$ cat src/rtl/alu_result_queue.sv
// alu_result_queue: small FIFO that buffers alu64 results (Y, opcode, flags)
// and evaluates a branch-style condition on the head entry.
//
// Handshake rule (both ports): a transfer happens on a rising clk edge when
// valid && ready are both high. in_ready and out_valid come purely from
// registered occupancy, so neither depends combinationally on the other side.
//
// Optional feature: define ALU_RESULT_QUEUE_STICKY_EN to build the sticky
// {CF,OF} accumulator. Without it, sticky reads 2'b00 and sticky_clr is unused.
module alu_result_queue #(
    parameter int DEPTH = 4,
    parameter int W     = 64
) (
    input  logic                     clk,
    input  logic                     rst,
    input  logic                     in_valid,
    output logic                     in_ready,
    input  logic [W-1:0]             in_y,
    input  logic [3:0]               in_op,
    input  logic [3:0]               in_flags,
    output logic                     out_valid,
    input  logic                     out_ready,
    output logic [W-1:0]             out_y,
    output logic [3:0]               out_op,
    output logic [3:0]               out_flags,
    input  logic [2:0]               cond_sel,
    output logic                     cond_true,
    output logic [$clog2(DEPTH):0]   count,
    input  logic                     sticky_clr,
    output logic [1:0]               sticky
);

    localparam int AW = $clog2(DEPTH);
    localparam int CW = AW + 1;
    localparam logic [CW-1:0] FULL_COUNT = CW'(DEPTH);

    // Storage is deliberately not reset; out_valid gates its visibility.
    logic [W-1:0] mem_y     [DEPTH];
    logic [3:0]   mem_op    [DEPTH];
    logic [3:0]   mem_flags [DEPTH];

    logic [AW-1:0] wr_ptr;
    logic [AW-1:0] rd_ptr;
    logic [CW-1:0] count_q;

    logic push;
    logic pop;

    // Flag bit positions inside {ZF,SF,CF,OF}
    logic zf;
    logic sf;
    logic cf;
    logic of_bit;

    assign in_ready  = (count_q < FULL_COUNT);
    assign out_valid = (count_q != '0);
    assign count     = count_q;

    // A full queue never admits a push, even if it pops in the same cycle.
    assign push = in_valid && in_ready;
    assign pop  = out_valid && out_ready;

    assign out_y     = mem_y[rd_ptr];
    assign out_op    = mem_op[rd_ptr];
    assign out_flags = mem_flags[rd_ptr];

    assign zf     = out_flags[3];
    assign sf     = out_flags[2];
    assign cf     = out_flags[1];
    assign of_bit = out_flags[0];

    // Write the payload into the slot at the write pointer on an accepted push.
    always_ff @(posedge clk) begin
        if (push && !rst) begin
            mem_y[wr_ptr]     <= in_y;
            mem_op[wr_ptr]    <= in_op;
            mem_flags[wr_ptr] <= in_flags;
        end
    end

    // Pointers wrap naturally because DEPTH is a power of two.
    always_ff @(posedge clk) begin
        if (rst) begin
            wr_ptr  <= '0;
            rd_ptr  <= '0;
            count_q <= '0;
        end else begin
            if (push) begin
                wr_ptr <= wr_ptr + AW'(1);
            end
            if (pop) begin
                rd_ptr <= rd_ptr + AW'(1);
            end
            case ({push, pop})
                2'b10:   count_q <= count_q + CW'(1);
                2'b01:   count_q <= count_q - CW'(1);
                default: count_q <= count_q;
            endcase
        end
    end

    // Condition on the head entry; forced low when the queue is empty.
    always_comb begin
        cond_true = 1'b0;
        if (out_valid) begin
            case (cond_sel)
                3'd0:    cond_true = zf;
                3'd1:    cond_true = !zf;
                3'd2:    cond_true = sf ^ of_bit;
                3'd3:    cond_true = !(sf ^ of_bit);
                3'd4:    cond_true = cf;
                3'd5:    cond_true = !cf;
                3'd6:    cond_true = sf;
                default: cond_true = 1'b1;
            endcase
        end
    end

`ifdef ALU_RESULT_QUEUE_STICKY_EN
    logic [1:0] sticky_q;

    // Accumulate CF/OF of popped entries; a set in the same cycle wins over clear.
    always_ff @(posedge clk) begin
        if (rst) begin
            sticky_q <= 2'b00;
        end else begin
            if (pop && cf) begin
                sticky_q[1] <= 1'b1;
            end else if (sticky_clr) begin
                sticky_q[1] <= 1'b0;
            end
            if (pop && of_bit) begin
                sticky_q[0] <= 1'b1;
            end else if (sticky_clr) begin
                sticky_q[0] <= 1'b0;
            end
        end
    end

    assign sticky = sticky_q;
`else
    logic sticky_clr_unused;

    assign sticky_clr_unused = sticky_clr;
    assign sticky            = 2'b00;
`endif

endmodule

$ cat config.mk
export PLATFORM = sky130hd
export DESIGN_NAME = alu_result_queue
export DESIGN_NICKNAME = d
export VERILOG_FILES = /design/src/rtl/alu_result_queue.sv
export SDC_FILE = /design/constraint.sdc
export NUM_CORES = 1
export LEC_CHECK = 0
export CAP_MARGIN = 10
export CORE_UTILIZATION = 50
export CTS_CLUSTER_DIAMETER = 100
export DETAILED_ROUTE_END_ITERATION = 10
export PLACE_DENSITY = 0.74
export SLEW_MARGIN = 40
export SYNTH_ARGS = -nofsm -noshare
export SYNTH_HDL_FRONTEND = slang
export SYNTH_SLANG_ARGS = --single-unit
$ cat constraint.sdc
create_clock -name clk -period 8.1 [get_ports clk]
set_input_delay 1.215 -clock clk [delete_from_list [all_inputs] [get_ports clk]]
set_output_delay 1.215 -clock clk [all_outputs]
set_load 0.05 [all_outputs]
**After elaboration in Yosys (flattened, before gate mapping)**

Memories as Yosys holds them, arrays and structs flattened. A register that Yosys moved wholly into a read port is not among the register bits.
Cells that the tools add are included.

- Register bits: 7
- Memory bits (writable): 288
- Bits of input ports: 80
- Output and inout bits: 80
- Memories: 3

- $add $sub $neg: 4
- Magnitude comparators: 1
- Eq/ne operators: 8
- Muxes and demuxes: 11
- Bitwise operators: 1
- Reduce and logical (&&, ||, !) cells: 10

Memories:

| name | depth | bits a word | rd ports | clocked after memory_dff | write ports | line | text |
|---|---|---|---|---|---|---|---|
| mem_y | 4 | 64 | 1 | 1 | 1 | 38 | `logic [W-1:0] mem_y [DEPTH];` |
| mem_flags | 4 | 4 | 1 | 1 | 1 | 40 | `logic [3:0] mem_flags [DEPTH];` |
| mem_op | 4 | 4 | 1 | 1 | 1 | 39 | `logic [3:0] mem_op [DEPTH];` |

Operators with widths:

| kind | count |
|---|---|
| 2-to-1 mux 2 bit | 6 |
| equality test 3 bit, second input constant | 3 |
| case mux 1 bit (7 select lines) | 1 |
| equality test 3 x 2 -> 1 bit, second input constant | 2 |
| case mux 3 bit (2 select lines) | 1 |
| adder 2 x 1 -> 2 bit, second input constant | 2 |
| zero test 1 bit | 4 |
| adder 3 x 1 -> 3 bit, second input constant | 1 |
| equality test 3 x 1 -> 1 bit, second input constant | 1 |
| logical AND 1 bit | 3 |
| zero test 3 bit | 1 |
| < comparator 3 bit, second input constant | 1 |
| 2-to-1 mux 1 bit | 3 |
| nonzero test 3 bit | 1 |
| subtractor 3 x 1 -> 3 bit, second input constant | 1 |
| equality test 2 x 1 -> 1 bit, second input constant | 1 |
| equality test 2 bit, second input constant | 1 |
| nonzero test 2 bit | 1 |
| XOR 1 bit | 1 |

**Logic depth before layout (Yosys ltp)**

Gate-level depths: netlist (run 1).

- Depth in word-level cells: 5
- Mapped depth: 8

**Worst setup path after synthesis (run 1)**

Ideal clock, no wire load.

- Path type: input to output
- Start point: input port cond_sel[2]
- End point: output port cond_true
- Data arrival time: 3.653 ns
- Setup slack: 3.232 ns
- Stages: 4
- Path buffers: 0
- Path through: inv_1 -> mux4_2 -> mux2_4 -> nor4bb_1

- Longest elaborated chain between the ends: 3
- Elaborated cells between the ends (all ways): 9
- Classes of those cells: eq/ne: 6; mux: 2; reduce/logical: 1

RTL lines:

| element | line | text |
|---|---|---|
| start: declaration | 26 | `input logic [2:0] cond_sel,` |
| equality test 3 bit, or another cell as far along | 106 | `case (cond_sel)` |
| case mux 1 bit (7 select lines) * | 106 |  |
| 2-to-1 mux 1 bit * | 105 | `if (out_valid) begin` |
| end: declaration | 27 | `output logic cond_true,` |

Every way passes the cells marked *; elsewhere a longest branch is shown, timed or not.

**Worst setup path after layout (run 1)**

Ends and elaborated chain as after synthesis.

==> results.sh, run 1 <==
export IMPL_status="complete, no violations"
export IMPL_yosys_area_share_simple=0.0100
export IMPL_cts_made_buffers=30
export IMPL_arrival_ns=3.84
export IMPL_crit_family="buffers and inverters"
export IMPL_fin_hold_ws_ns=0.541
export IMPL_track_usage=0.177
export IMPL_cp_end_kind="output port"
export IMPL_ys_flop_type="edfxtp_1"
export IMPL_grt_overflow=0
export IMPL_placed_cells=872
export IMPL_synthArstFlopShare=0
export IMPL_fmax_mhz=198
export IMPL_clock_latency_ns=0.54
export IMPL_dieHeight_um=150
export IMPL_yosysTopAreaCell="edfxtp_1"
export IMPL_synth_cells=449
export IMPL_period_share=0.624
export IMPL_clock_sinks=297
export IMPL_reg2regPathDepth=7
export IMPL_slew_headroom=0.465
export IMPL_post_cts_resized=0
export IMPL_slew_violations=0
export IMPL_drt_iter0_drc=291
export IMPL_crit_buf_inv=3
export IMPL_syn_area_per_cell_um2=24.4
export IMPL_peakVddDrop_uv=279
export IMPL_drive_gt1_frac=0.206
export IMPL_synth_edf_count=288
export IMPL_rows=53
export IMPL_port_buffer_count=156
export IMPL_cpPeakStageDelay_ns=0.87
export IMPL_r2r_slack_ns=6.01
export IMPL_path_class="input pin to output port"
export IMPL_cts_tree="done"
export IMPL_start_util=0.516
export IMPL_wirelength_um=19500
export IMPL_setup_viol=0
export IMPL_power_leakage_nw=4.46
export IMPL_hpwl_um=11800
export IMPL_grt_pass1_wl_um=29700
export IMPL_setup_tns_ns=0
export IMPL_die_w_um=150
export IMPL_required_ns=6.88
export IMPL_rsz0062_at_grt="false"
export IMPL_remaining_drc_errors=0
export IMPL_hold_viol=0
export IMPL_path_cells="clkdlybuf4s50_1 > inv_1 > mux4_2 > mux2_4 > nor4bb_1 > clkdlybuf4s50_1"
export IMPL_synth_seq_cells=297
export IMPL_grt_pass1_vias=5521
export IMPL_synth_seq_area_share=0.804
export IMPL_min_from="rd_ptr[1]$_SDFFE_PP0P_"
export IMPL_synth_area_leaders="edfxtp_1 (79%), mux4_2 (15%), dfxtp_1 (1.6%)"
export IMPL_min_path_cells=2
export IMPL_syn_area_um2=11000
export IMPL_wl_per_cell_um=21.1
export IMPL_min_period_ns=5.05
export IMPL_synth_adder_area_share=0.00752
export IMPL_yosysWarnings=0
export IMPL_cts_max_level=1
export IMPL_tightest_slew_ns=0.803
export IMPL_cts_setup_buffers=0
export IMPL_cts_hold_buf=0
export IMPL_synth_top_family_by_area="multiplexers"
export IMPL_power_mw=4.83
export IMPL_clk_pin_slew_ns=0.06
export IMPL_final_antenna_net_count=0
export IMPL_io_pins=160
export IMPL_worstReg2RegStart="count[2]$_SDFFE_PP0P_"
export IMPL_firstDrtPassIters=4
export IMPL_cpMaxStageDelayCell="clkdlybuf4s50_1"
export IMPL_grt_start_max_net_pins=76
export IMPL_synth_mux_area_frac=0.155
export IMPL_syn2layout_area_growth_pct=28.0
export IMPL_synthXorXnorAreaFrac=0.00718
export IMPL_globalplace_congestion=0.699
export IMPL_root_buffer="clkbuf_16"
export IMPL_cpMostUsedCell="clkdlybuf4s50_1"
export IMPL_final_instance_count_excl_fill=927
export IMPL_yosysTopAreaCellShare=0.788
export IMPL_cts_buffer_depth=3
export IMPL_p_per_area_nw_per_um2=344
export IMPL_die_area_um2=22500
export IMPL_min_path_type="register to register"
export IMPL_yosysUniqueCellTypes=29
export IMPL_final_net_count=715
export IMPL_post_route_util=0.660
export IMPL_n_antenna_cell=0
export IMPL_antenna_found_initial=0
export IMPL_core_um2=21300
export IMPL_start_kind="input pin"
export IMPL_viasPerCell=5.47
export IMPL_via_count=5073
export IMPL_synth_compound_area_frac=0.00422
export IMPL_worstPathMaxFanout=3
export IMPL_skew_ns=0.00955
export IMPL_drv_cap=0
export IMPL_rr_endpoint="count[2]$_SDFFE_PP0P_"
[power by group]
| part | internal (mW) | switching [mW] |
|---|---|---|
| logic | 0.593 | 0.913 |
| clock network | 0.915 | 0.536 |
| registers | 1.80 | 0.0720 |
[metal layers]
| layer | vias to the layer above | track usage | share of wire |
|---|---|---|---|
| li1 | 2248 | - | - |
| met1 | 2654 | 0.221 | 0.40 |
| met2 | 139 | 0.313 | 0.52 |
| met3 | 32 | 0.0342 | 0.055 |
| met4 | 0 | 0.0520 | 0.022 |
| met5 | - | 0 | 0 |
[worst max path at each step]
| stage | startpoint | endpoint | slack [ns] | cells past startpoint |
|---|---|---|---|---|
| global placement | cond_sel[2] | cond_true | 3.15 | 6 |
| global route | register | cond_true | 2.90 | 6 |
| detailed placement | cond_sel[2] | cond_true | 3.09 | 6 |
| finish | cond_sel[2] | cond_true | 3.05 | 6 |
| CTS | register | cond_true | 3.05 | 6 |
| floorplan | cond_sel[2] | cond_true | 3.23 | 4 |
[flip-flops by register name (all words and copies together), names as in the netlist, named ones only]
| register | count |
|---|---|
| mem_op | 16 |
| count | 3 |
| mem_flags | 16 |
| wr_ptr | 2 |
| mem_y | 256 |
| rd_ptr | 2 |
[layout by cell type, fill, tap and decap left out, types with 2 or more instances in the layout]
master / instances
xor2_1: 7
clkinv_2: 4
clkbuf_16: 31
edfxtp_1: 288
clkbuf_1: 4
mux2i_1: 6
clkinvlp_4: 2
buf_6: 2
and2_4: 4
buf_12: 8
inv_1: 8
nor2_1: 11
bufinv_16: 7
mux4_2: 72
a21oi_1: 3
dfxtp_4: 2
xnor2_1: 2
clkdlybuf4s50_1: 156
clkinv_1: 7
conb_1: 2
dfxtp_1: 7
ha_1: 5
nor2b_1: 2
[tightest hold or removal path: stages (launching register included)]
cell,delay (ns)
dfxtp_1,0.32
xor2_1,0.07
nor2_1,0.11
[metrics by stage]
step / setup slack (ns) / area [um^2]
2_1_floorplan: 3.23 / 11000
3_3_place_gp: 3.15 / 12800
3_5_place_dp: 3.09 / 13000
4_1_cts: 3.05 / 14100
5_1_grt: 2.90 / 14100
6_report: 3.05 / 14100
[layout make-up]
cell class	count	area, um^2
clock buffer	35	791
clock inverter	20	272
fill	1366	7230
inverter	9	33.8
multi-input combinational	125	2030
sequential	297	8840
tap	275	344
timing repair buffer	166	1740
[synth_stat cells, types with 2 or more instances]
cell type  number
nor2_1         11
xor2_1          7
mux2i_1         6
clkbuf_1        9
buf_4           2
ha_1            5
dfxtp_1         9
buf_2           7
mux4_2         72
edfxtp_1      288
and2_1          4
inv_1           8
nor2b_1         2
a21oi_1         3
xnor2_1         2
[cell families (layout without fill, tap and decap cells)]
logic type,after synthesis,after routing
compound gates,7,7
xor+xnor,9,9
fa+ha+maj,6,6
buf+inv,28,230
flops,297,297
mux,79,79
other cells,1,2
simple gates,22,22
No activity file was read; power rests on OpenSTA's default activity.
==> run 2, diff against run 1 <==
--- a/config.mk
+++ b/config.mk
@@ -6,10 +6,10 @@
 export NUM_CORES = 1
 export LEC_CHECK = 0
 export CAP_MARGIN = 10
-export CORE_UTILIZATION = 50
+export CORE_UTILIZATION = 49
 export CTS_CLUSTER_DIAMETER = 100
 export DETAILED_ROUTE_END_ITERATION = 10
-export PLACE_DENSITY = 0.74
+export PLACE_DENSITY = 0.76
 export SLEW_MARGIN = 40
 export SYNTH_ARGS = -nofsm -noshare
 export SYNTH_HDL_FRONTEND = slang
==> constraint.sdc (replaced) <==
create_clock -name clk -period 4.45 [get_ports clk]
set_input_delay 0.6675 -clock clk [delete_from_list [all_inputs] [get_ports clk]]
set_output_delay 0.6675 -clock clk [all_outputs]
set_load 0.05 [all_outputs]
==> run 2 against run 1 <==
Final area shrank 1.8%. Utilization fell by 3.0 points. Power increased by 74%. Hold slack lost 0.0061 ns. Worst setup slack worse by 2.7 ns. Combinational power is 83% higher. Count of clock-buffer cells in the layout fell by 1. Global-route usage is 0.30 points lower.
==> results.sh, run 2 (synthesis gave the netlist of run 1 again) <==
export IMPL_layout_common_cells="edfxtp_1 (288), clkdlybuf4s50_1 (156), mux4_2 (72)"
export IMPL_start_kind="register"
export IMPL_final_common_cell="edfxtp_1"
export IMPL_min_path_type="register to register"
export IMPL_clk_pin_slew_ns=0.06
export IMPL_firstDrtPassIters=6
export IMPL_wl_per_cell_um=21.3
export IMPL_port_buffer_count=156
export IMPL_fmax_mhz=243
export IMPL_final_antenna_net_count=0
export IMPL_drv_cap=0
export IMPL_cts_tree="done"
export IMPL_cts_made_buffers=29
export IMPL_cts_setup_buffers=0
export IMPL_cpPeakStageDelay_ns=0.87
export IMPL_rsz0062_at_grt="false"
export IMPL_antenna_found_initial=0
export IMPL_cp_end_kind="output port"
export IMPL_cpMaxStageDelayCell="clkdlybuf4s50_1"
export IMPL_fin_area_um2=13800
export IMPL_reg_top3="mem_y x256, mem_flags x16, mem_op x16"
export IMPL_final_net_count=711
export IMPL_regMostFlops="mem_y"
export IMPL_cts_buffer_depth=3
export IMPL_start_util=0.501
export IMPL_core_um2=21900
export IMPL_arrival_ns=3.45
export IMPL_post_route_util=0.630
export IMPL_wirelength_um=19700
export IMPL_placed_area_um2=12900
export IMPL_post_cts_resized=0
export IMPL_n_antenna_cell=0
export IMPL_crit_family="multiplexers"
export IMPL_period_share=0.924
export IMPL_setup_viol=0
export IMPL_clock_sinks=297
export IMPL_die_w_um=152
export IMPL_peakVddDrop_uv=541
export IMPL_fin_hold_ws_ns=0.535
export IMPL_min_period_ns=4.11
export IMPL_drt_iter0_drc=295
export IMPL_final_instance_count_excl_fill=926
export IMPL_power_leakage_nw=4.35
export IMPL_setup_tns_ns=0
export IMPL_viasPerCell=5.51
export IMPL_cts_max_level=1
export IMPL_dieHeight_um=152
export IMPL_slew_headroom=0.482
export IMPL_slew_violations=0
export IMPL_clock_latency_ns=0.53
export IMPL_die_area_um2=23000
export IMPL_drive_gt1_frac=0.192
export IMPL_root_buffer="clkbuf_16"
export IMPL_via_count=5106
export IMPL_path_class="register to output port"
export IMPL_largest_reg_flops=256
export IMPL_grt_start_max_net_pins=50
export IMPL_required_ns=3.78
export IMPL_grt_overflow=0
export IMPL_io_pins=160
export IMPL_crit_buf_inv=1
export IMPL_tightest_slew_ns=0.777
export IMPL_track_usage=0.174
export IMPL_rows=54
export IMPL_globalplace_congestion=0.710
export IMPL_hold_viol=0
export IMPL_syn2layout_area_growth_pct=25.7
export IMPL_hpwl_um=12000
export IMPL_grt_pass1_wl_um=29700
export IMPL_worstPathMaxFanout=34
export IMPL_p_per_area_nw_per_um2=609
export IMPL_placed_cells=874
export IMPL_cts_hold_buf=0
export IMPL_status="complete, no violations"
export IMPL_grt_pass1_vias=5459
export IMPL_path_cells="mux2i_1 > mux4_2 > mux2_4 > nor4bb_1 > clkdlybuf4s50_1"
export IMPL_remaining_drc_errors=0
export IMPL_skew_ns=0.00804
[run 2: cell types whose count changed in the layout (fill, tap and decap cells not counted), sizes merged]
cell	before	now
clkbuf	35	34
clkinv	11	16
buf	10	7
bufinv	7	2
clkinvlp	2	0
[run 2: cell type report]
cell class              instances  area [um^2]
inverters                       9         33.8
repair buffers                163         1670
well taps                     280          350
fillers                      1489         8100
flip-flops and latches        297         8840
clock inverters                18          131
clock buffers                  34          744
multi-input cells             125         2030
[run 2: worst paths after layout]
kind                            cells past startpoint              startpoint  slack [ns]                endpoint
worst max-delay path                                5                register        0.34               cond_true
worst min-delay path                                2  rd_ptr[1]$_SDFFE_PP0P_        0.53  rd_ptr[1]$_SDFFE_PP0P_
worst max register to register                      5   count[2]$_SDFFE_PP0P_        2.08  mem_y[3][15]$_DFFE_PP_
worst min register to register                      2  rd_ptr[1]$_SDFFE_PP0P_        0.53  rd_ptr[1]$_SDFFE_PP0P_
[run 2: where the power goes]
group,internal [mW],switching (mW)
registers,3.27,0.103
logic,1.07,1.69
clock network,1.30,0.963
total,5.65,2.76
[run 2: worst register-to-register path, stage by stage (launching register included)]
cell,delay (ns)
dfxtp_1,0.36
nor2b_1,0.35
inv_2,0.08
nor2_1,0.23
and2_4,0.71
buf_12,0.31
[run 2: stage by stage]
step | power [mW] | worst slack (ns)
6_report | 8.40 | 0.337
5_1_grt | 8.71 | 0.237
3_5_place_dp | 6.22 | 0.578
3_3_place_gp | 6.18 | 0.632
4_1_cts | 8.49 | 0.302
2_1_floorplan | 5.36 | 0.675
[run 2: metal layers]
| layer | share of wire | routed length [um] | vias to the layer above | track usage |
|---|---|---|---|---|
| met5 | 0 | 0 | - | 0 |
| met4 | 0.018 | 357 | 0 | 0.0490 |
| met3 | 0.069 | 1360 | 30 | 0.0428 |
| met2 | 0.51 | 10100 | 159 | 0.295 |
| met1 | 0.40 | 7880 | 2676 | 0.223 |
| li1 | - | - | 2241 | - |
==> run 3, diff against run 2 <==
--- a/config.mk
+++ b/config.mk
@@ -5,11 +5,12 @@
 export SDC_FILE = /design/constraint.sdc
 export NUM_CORES = 1
 export LEC_CHECK = 0
+export ABC_AREA = 0
 export CAP_MARGIN = 10
-export CORE_UTILIZATION = 49
+export CORE_UTILIZATION = 50
 export CTS_CLUSTER_DIAMETER = 100
 export DETAILED_ROUTE_END_ITERATION = 10
-export PLACE_DENSITY = 0.76
+export PLACE_DENSITY = 0.74
 export SLEW_MARGIN = 40
 export SYNTH_ARGS = -nofsm -noshare
 export SYNTH_HDL_FRONTEND = slang
==> constraint.sdc (replaced) <==
create_clock -name clk -period 3.79 [get_ports clk]
set_input_delay 0.5685 -clock clk [delete_from_list [all_inputs] [get_ports clk]]
set_output_delay 0.5685 -clock clk [all_outputs]
set_load 0.05 [all_outputs]
==> run 3 against run 2 <==
Largest power group unchanged. Global-route usage up 0.32 points. Flip-flop and latch count unchanged. Final area up 1.0%. Via count down 1.2%. Hold slack worse by 0.011 ns. Largest cell class unchanged. Count of clock-buffer cells in the layout down 1. Wire length down 0.50%. Combinational power up 20%. First-iteration DRC count down 8.1%. Sequential power up 16%. Highest routed layer is now met5.
==> results.sh, run 3 (synthesis gave the netlist of run 1 again) <==
export IMPL_rsz0062_at_grt="false"
export IMPL_cpPeakStageDelay_ns=0.61
export IMPL_drive_gt1_frac=0.213
export IMPL_setup_tns_ns=0
export IMPL_path_class="register to output port"
export IMPL_post_cts_resized=0
export IMPL_dieHeight_um=150
export IMPL_slew_violations=0
export IMPL_power_mw=10.1
export IMPL_min_path_type="register to register"
export IMPL_cpMaxStageDelayCell="mux4_2"
export IMPL_arrival_ns=2.79
export IMPL_cp_end_kind="output port"
export IMPL_core_um2=21300
export IMPL_drt_iter0_drc=271
export IMPL_largest_reg_flops=256
export IMPL_layout_area_seq_um2=8840
export IMPL_multi_input_area_um2=2030
export IMPL_port_buffer_count=156
export IMPL_die_w_um=150
export IMPL_peakVddDrop_uv=483
export IMPL_final_antenna_net_count=0
export IMPL_firstDrtPassIters=4
export IMPL_status="complete, no violations"
export IMPL_cts_setup_buffers=0
export IMPL_hold_viol=0
export IMPL_skew_ns=0.0107
export IMPL_regMostFlops="mem_y"
export IMPL_crit_family="multiplexers"
export IMPL_cts_buffer_depth=3
export IMPL_die_area_um2=22500
export IMPL_worstPathMaxFanout=42
export IMPL_final_net_count=716
export IMPL_io_pins=160
export IMPL_required_ns=3.22
export IMPL_start_kind="register"
export IMPL_syn2layout_area_growth_pct=26.9
export IMPL_reg_top3="mem_y x256, mem_flags x16, mem_op x16"
export IMPL_final_common_cell="edfxtp_1"
export IMPL_use_met3=0.0285
export IMPL_grt_overflow=0
export IMPL_path_cells="buf_12 > mux4_2 > and2_0 > a2111oi_0 > nor4bb_1 > buf_4"
export IMPL_grt_pass1_wl_um=29600
export IMPL_clock_latency_ns=0.53
export IMPL_fin_area_um2=13900
export IMPL_drv_cap=0
export IMPL_clk_pin_slew_ns=0.06
export IMPL_wl_per_cell_um=21.1
export IMPL_grt_start_max_net_pins=73
export IMPL_hpwl_um=11700
export IMPL_cts_hold_buf=0
export IMPL_grtUsageMet1=0.244
export IMPL_post_route_util=0.655
export IMPL_cts_max_level=1
export IMPL_p_per_area_nw_per_um2=723
export IMPL_fillers=1371
export IMPL_n_antenna_cell=0
export IMPL_fmax_mhz=298
export IMPL_fin_ws_ns=0.435
export IMPL_fin_hold_ws_ns=0.524
export IMPL_min_period_ns=3.36
export IMPL_track_usage=0.177
export IMPL_placed_cells=874
export IMPL_place_ws_ns=0.687
export IMPL_crit_buf_inv=2
export IMPL_layout_common_cells="edfxtp_1 (288), clkdlybuf4s50_1 (155), mux4_2 (72)"
export IMPL_grt_busiest_layer="met2"
export IMPL_globalplace_congestion=0.711
export IMPL_cts_made_buffers=29
export IMPL_root_buffer="clkbuf_16"
export IMPL_globalRouteMet2Util=0.298
export IMPL_rows=53
export IMPL_grt_pass1_vias=5359
export IMPL_via_count=5045
export IMPL_viasPerCell=5.44
export IMPL_wirelength_um=19600
export IMPL_slew_headroom=0.613
export IMPL_setup_viol=0
export IMPL_clock_sinks=297
export IMPL_final_instance_count_excl_fill=927
export IMPL_cts_tree="done"
export IMPL_period_share=0.885
export IMPL_start_util=0.516
export IMPL_power_leakage_nw=4.42
export IMPL_remaining_drc_errors=0
export IMPL_tightest_slew_ns=0.579
export IMPL_placed_area_um2=13000
export IMPL_antenna_found_initial=1
## run 3: metal layers
metal / vias up / routed length [um] / share of wire
met4: 2 / 330 / 0.017
met2: 142 / 9870 / 0.50
met3: 25 / 1000 / 0.051
li1: 2246 / - / -
met1: 2630 / 8370 / 0.43
met5: - / 13 / 0.00066
## run 3: worst paths after layout
check                      endpoint                   start  cells past startpoint  slack, ns
max                       cond_true                register                      6       0.43
min                        register  rd_ptr[1]$_SDFFE_PP0P_                      2       0.52
max reg2reg  mem_y[3][19]$_DFFE_PP_   count[2]$_SDFFE_PP0P_                      5       1.53
min reg2reg                register  rd_ptr[1]$_SDFFE_PP0P_                      2       0.52
## run 3: layout make-up
class                      count  area share
sequential                   297       0.634
timing repair buffer         168       0.124
clock buffer                  33      0.0532
multi-input combinational    125       0.146
tap                          275      0.0247
inverter                       9     0.00242
clock inverter                20      0.0160
## run 3: report_power, final
part / switching (mW) / leakage [nW] / total, mW / internal, mW
Clock: 1.14 / 0.467 / 2.82 / 1.68
Sequential: 0.0817 / 2.69 / 3.93 / 3.84
Combinational: 2.03 / 1.26 / 3.32 / 1.29
## run 3: worst register-to-register path, cell delays in order (launching register included)
cell and delay, ns:
dfxtp_1 0.36, nor2b_1 0.33, inv_2 0.07, nor2_1 0.24, and2_4 0.57, buf_4 0.38
